[config.mk]
export PLATFORM = sky130hd
export DESIGN_NAME = vc_fifo_buffer
export DESIGN_NICKNAME = d
export VERILOG_FILES = /design/src/rtl/vc_fifo_buffer.sv
export SDC_FILE = /design/constraint.sdc
export NUM_CORES = 1
export LEC_CHECK = 0
export ABC_AREA = 0
export CAP_MARGIN = 20
export CORE_MARGIN = 3
export CORE_UTILIZATION = 34
export CTS_CLUSTER_SIZE = 24
export DETAILED_ROUTE_END_ITERATION = 16
export GPL_TIMING_DRIVEN = 0
export RECOVER_POWER = 100
export SLEW_MARGIN = 20
export SYNTH_ARGS = -nofsm -noshare
export SYNTH_HDL_FRONTEND = slang
export SYNTH_SLANG_ARGS = --single-unit
[constraint.sdc]
create_clock -name clk -period 4.84 [get_ports clk]
set_input_delay 0.968 -clock clk [delete_from_list [all_inputs] [get_ports clk]]
set_output_delay 0.968 -clock clk [all_outputs]
set_load 0.05 [all_outputs]
[src/rtl/vc_fifo_buffer.sv]
// Virtual-channel flit buffer: NUM_VC independent FIFOs sharing one storage array, show-ahead read port.
// Optional sticky overflow/underflow flags are compiled in with VC_BUF_ERR_EN.
module vc_fifo_buffer #(
  parameter int unsigned WIDTH  = 18,
  parameter int unsigned DEPTH  = 8,
  parameter int unsigned NUM_VC = 4
) (
  input  logic                                       clk,
  input  logic                                       rst,
  input  logic                                       wr_en,
  input  logic [$clog2(NUM_VC)-1:0]                  wr_vc,
  input  logic [WIDTH-1:0]                           wr_data,
  input  logic                                       rd_en,
  input  logic [$clog2(NUM_VC)-1:0]                  rd_vc,
  output logic [WIDTH-1:0]                           rd_data,
  output logic [NUM_VC-1:0]                          full,
  output logic [NUM_VC-1:0]                          empty,
  output logic [NUM_VC*($clog2(DEPTH)+1)-1:0]        count,
  output logic                                       err_ovf,
  output logic                                       err_udf
);

  localparam int unsigned AW = $clog2(DEPTH);
  localparam int unsigned VW = $clog2(NUM_VC);
  localparam int unsigned CW = AW + 1;
  localparam int unsigned MW = NUM_VC * DEPTH;

  logic [WIDTH-1:0] mem_q [MW];
  logic [AW-1:0]    wr_ptr_q [NUM_VC];
  logic [AW-1:0]    wr_ptr_d [NUM_VC];
  logic [AW-1:0]    rd_ptr_q [NUM_VC];
  logic [AW-1:0]    rd_ptr_d [NUM_VC];
  logic [CW-1:0]    cnt_q    [NUM_VC];
  logic [CW-1:0]    cnt_d    [NUM_VC];
  logic             push_ok;
  logic             pop_ok;

  // Status flags decoded from the registered occupancy counters
  always_comb begin
    full  = '0;
    empty = '0;
    count = '0;
    for (int v = 0; v < NUM_VC; v++) begin
      full[v]              = (cnt_q[v] == CW'(DEPTH));
      empty[v]             = (cnt_q[v] == '0);
      count[v*CW +: CW]    = cnt_q[v];
    end
  end

  assign push_ok = wr_en & ~full[wr_vc];
  assign pop_ok  = rd_en & ~empty[rd_vc];

  // Channel v owns the address block {v, ptr}; pointers wrap naturally at DEPTH
  assign rd_data = mem_q[{rd_vc, rd_ptr_q[rd_vc]}];

  always_comb begin
    for (int v = 0; v < NUM_VC; v++) begin
      wr_ptr_d[v] = wr_ptr_q[v];
      rd_ptr_d[v] = rd_ptr_q[v];
      cnt_d[v]    = cnt_q[v];
      if (push_ok && (wr_vc == VW'(v))) begin
        wr_ptr_d[v] = wr_ptr_q[v] + AW'(1);
      end
      if (pop_ok && (rd_vc == VW'(v))) begin
        rd_ptr_d[v] = rd_ptr_q[v] + AW'(1);
      end
      cnt_d[v] = cnt_q[v] + CW'(push_ok && (wr_vc == VW'(v)))
                          - CW'(pop_ok && (rd_vc == VW'(v)));
    end
  end

  always_ff @(posedge clk) begin
    if (rst) begin
      for (int v = 0; v < NUM_VC; v++) begin
        wr_ptr_q[v] <= '0;
        rd_ptr_q[v] <= '0;
        cnt_q[v]    <= '0;
      end
    end else begin
      for (int v = 0; v < NUM_VC; v++) begin
        wr_ptr_q[v] <= wr_ptr_d[v];
        rd_ptr_q[v] <= rd_ptr_d[v];
        cnt_q[v]    <= cnt_d[v];
      end
    end
  end

  // Storage is never cleared; reset only makes old words unreachable
  always_ff @(posedge clk) begin
    if (push_ok && !rst) begin
      mem_q[{wr_vc, wr_ptr_q[wr_vc]}] <= wr_data;
    end
  end

`ifdef VC_BUF_ERR_EN
  logic err_ovf_q;
  logic err_udf_q;

  always_ff @(posedge clk) begin
    if (rst) begin
      err_ovf_q <= 1'b0;
      err_udf_q <= 1'b0;
    end else begin
      if (wr_en && full[wr_vc]) err_ovf_q <= 1'b1;
      if (rd_en && empty[rd_vc]) err_udf_q <= 1'b1;
    end
  end

  assign err_ovf = err_ovf_q;
  assign err_udf = err_udf_q;
`else
  assign err_ovf = 1'b0;
  assign err_udf = 1'b0;
`endif

endmodule

==> metrics <==
outcome=finished with violations; failing checks=capacitance limit, slew limit; Syn Inst Count=1517; drt first pass iters=5; leakage=0.00916 uW; crit-path max cell delay=570 ps; critical path arrival=3840 ps; Starting Density=34.7%; Die W=277 um; Core Area=72100 sq um; final setup violation count=0; worst-path fanout max=10; Seq/Total Area, Yosys=72.4%; Post-synth EDFFs=576; sequential share of power=47.6%; final layout net count=1751; DR vias/cell=5.06; Area growth syn-to-layout=16.2%; Synth cell types=38; sw frac=25.3%; Data required, critical path=3870 ps; largest net degree at the start of global routing=33; RSZ-0062 raised after global routing=false; Synth Area per Inst=16.5 sq um; TNS Setup=0 ps; critical path class=in2out; Main synth FF type=edfxtp_1; Clk pwr share=39.7%; Die H=277 um; clk_lat worst skew=610 ps; number of I/O port buffers=64; PwrDens=430 nW/um^2; utilization after layout=40.3%; hold_buf cts=0; DRC Markers=0; Net Switching=3150 uW; PnR worst setup slack=33.8 ps; Final Hold Vio Count=0; gp weighted congestion=1.02; CTS Buf Count=67; CP Capture Type=output port; Slew Limit Fails=528; DP Area=27400 sq um; CP Launch Type=input port; worst hold path class=reg2reg; dpl ws=-911 ps; Avg WL per Cell=23.3 um; fill cell count=6605; Detail Route Antenna Nets=0; clk_skew=28.3 ps; Total Power=12500 uW; Worst path slowest cell=nand4_1; final worst-path cycle share=99.3%; Finished Cell Area=29000 sq um; H-tree depth=3; Async S/R FF share, synth=0%; synth warn=0; All-Layer GR Usage=16.1%; Yosys reg bits=616; clk buf depth=3; initial drt markers=1091; Peak supply drop=0.000249 V; dpl hpwl=42700 um; Root Driver=clkbuf_16; CTS tree=yes; clock sinks=616; Slew HR=-33.6%; internal power=9330 uW; total gr overflow=0; Routed WL=62700 um; share of layout cells above drive strength 1=11.7%; initial antenna violation count=4; die area=76800 sq um; max-cap check violation count=17; Core Rows=98; minimum clock period=4810 ps; Vias=13600; Ports=70; Peak Freq=208 MHz; pin slew with the least headroom to its limit=2000 ps; Synth Cell Area=25000 sq um; clock-pin transition on the worst setup and hold timing paths=60 ps; vias in the first global route=14000; worst-path cell chain=dlygate4sd2_1, buf_6, mux4_2, buf_4, buf_6, buf_2, mux2i_1, a22oi_1, nand4_1, nand4_1, buf_4; Comb pwr share=12.8%; first-pass GRT wire length=90900 um
==> cell usage after synthesis, drive strengths merged, types with 3 or more instances <==
cell type | instances | area share (%)
nand3 | 3 | 0.060
nor3b | 10 | 0.30
o21ai | 19 | 0.38
nor2b | 13 | 0.33
fa | 4 | 0.32
nor4 | 4 | 0.10
clkbuf | 31 | 0.47
o2111ai | 36 | 1.3
mux4 | 5 | 0.45
nand2 | 120 | 1.8
inv | 28 | 0.42
a221oi | 18 | 0.63
buf | 54 | 1.3
nand2b | 5 | 0.13
xnor2 | 14 | 0.49
a21oi | 4 | 0.080
nor2 | 67 | 1.0
xor2 | 10 | 0.35
mux2i | 352 | 14
ha | 32 | 1.6
edfxtp | 576 | 69
a21o | 5 | 0.15
nand4 | 36 | 0.90
dfxtp | 40 | 3.2
a22oi | 18 | 0.54
==> flip-flops by register name, summed over array words and instances, names as in the netlist <==
register  flops
mem_q       576
rd_ptr_q     12
wr_ptr_q     12
cnt_q        16
==> logic make-up (layout without fill, tap and decap cells) <==
| logic type | after synthesis | count (layout) | synth area share, % |
|---|---|---|---|
| flip-flops | 616 | 616 | 72.4 |
| multiplexers | 359 | 359 | 14.6 |
| AND/OR/NAND/NOR | 267 | 267 | 4.93 |
| AO/OA/AOI/OAI | 101 | 101 | 3.08 |
| buffers and inverters | 113 | 335 | 2.17 |
| adder cells (fa/ha/maj) | 36 | 36 | 1.92 |
| XOR/XNOR | 24 | 24 | 0.841 |
| other | 1 | 4 | 0.0150 |
==> final cells by class <==
class	count	area [sq um]	area share, %
Clock buffer	80	1770	6.09
Sequential cell	616	18100	62.3
Multi-Input combinational cell	789	6420	22.1
Buffer	84	477	1.64
Tap cell	950	1190	4.09
Inverter	28	105	0.362
Antenna cell	2	5.00	0.0172
Timing Repair Buffer	103	632	2.18
Clock inverter	40	355	1.22
==> final timing paths <==
kind,start,end,slack (ps),cells after the start
worst max register to register,cnt_q[1][2],mem_q[12][9],800,8
worst min register to register,rd_ptr_q[3][2],rd_ptr_q[3][2],520,2
worst min-delay path,rd_ptr_q[3][2],rd_ptr_q[3][2],520,2
worst max-delay path,rd_vc[1],rd_data[9],30,11
==> critical path: cells and delay by family <==
family                 cells  cell delay [ps]
AND/OR/NAND/NOR            2              830
multiplexers               2              450
buffers and inverters      6             1270
AO/OA/AOI/OAI              1              280
==> cell usage in the layout (no fill, tap or decap), types with 4 or more instances in the layout <==
cell | Yosys | routed
edfxtp_1 | 576 | 576
mux2i_1 | 352 | 352
nand2_1 | 120 | 120
clkbuf_1 | 31 | 81
clkbuf_16 | 0 | 69
nor2_1 | 66 | 66
dfxtp_1 | 40 | 40
buf_2 | 34 | 36
nand4_1 | 36 | 36
o2111ai_1 | 36 | 33
ha_1 | 32 | 32
inv_1 | 28 | 28
dlygate4sd3_1 | 0 | 27
buf_4 | 10 | 26
a221oi_1 | 18 | 18
o21ai_1 | 10 | 15
xnor2_1 | 14 | 14
nor2b_1 | 13 | 13
clkinv_1 | 0 | 13
clkbuf_2 | 0 | 12
clkinv_2 | 0 | 12
a22oi_1 | 18 | 10
nor3b_1 | 10 | 10
xor2_1 | 10 | 10
buf_6 | 5 | 8
a22oi_2 | 0 | 8
mux4_2 | 5 | 5
nand2b_1 | 5 | 5
a21o_1 | 5 | 5
inv_6 | 0 | 5
bufinv_16 | 0 | 5
clkbuf_4 | 0 | 4
nor4_1 | 4 | 4
a21oi_1 | 4 | 4
fa_1 | 4 | 4
==> power groups by stage <==
stage          registers [uW]  logic (uW)  clock network, uW
2_1_floorplan            6180         953                  0
3_3_place_gp             6060        1610                  0
3_5_place_dp             6050        1660                  0
4_1_cts                  5940        1660               5050
5_1_grt                  5950        1710               5260
6_report                 5940        1590               4950
==> metal layers <==
layer / routed length, um / vias up / part of all wire [%] / GRT usage [%]
li1: - / 6187 / - / -
met1: 25200 / 6978 / 40 / 19.4
met2: 31100 / 359 / 49 / 27.2
met3: 4690 / 96 / 7.5 / 5.01
met4: 1760 / 0 / 2.8 / 5.58
met5: 0 / - / 0 / 0
==> through the flow <==
step | hold WS, ps | std cells
2_1_floorplan | 474 | 1518
3_3_place_gp | 494 | 2532
3_5_place_dp | 496 | 2570
4_1_cts | 523 | 2690
5_1_grt | 557 | 2690
6_report | 523 | 2692
==> timing repair <==
item                                   in CTS  in global routing
buffers inserted                            1                  0
endpoints found under the hold margin       0                  0
pin swaps                                  30                  1
resized for setup                         150                  0
setup endpoints to repair                  18                  1
Power figures use the tool's default switching activity.
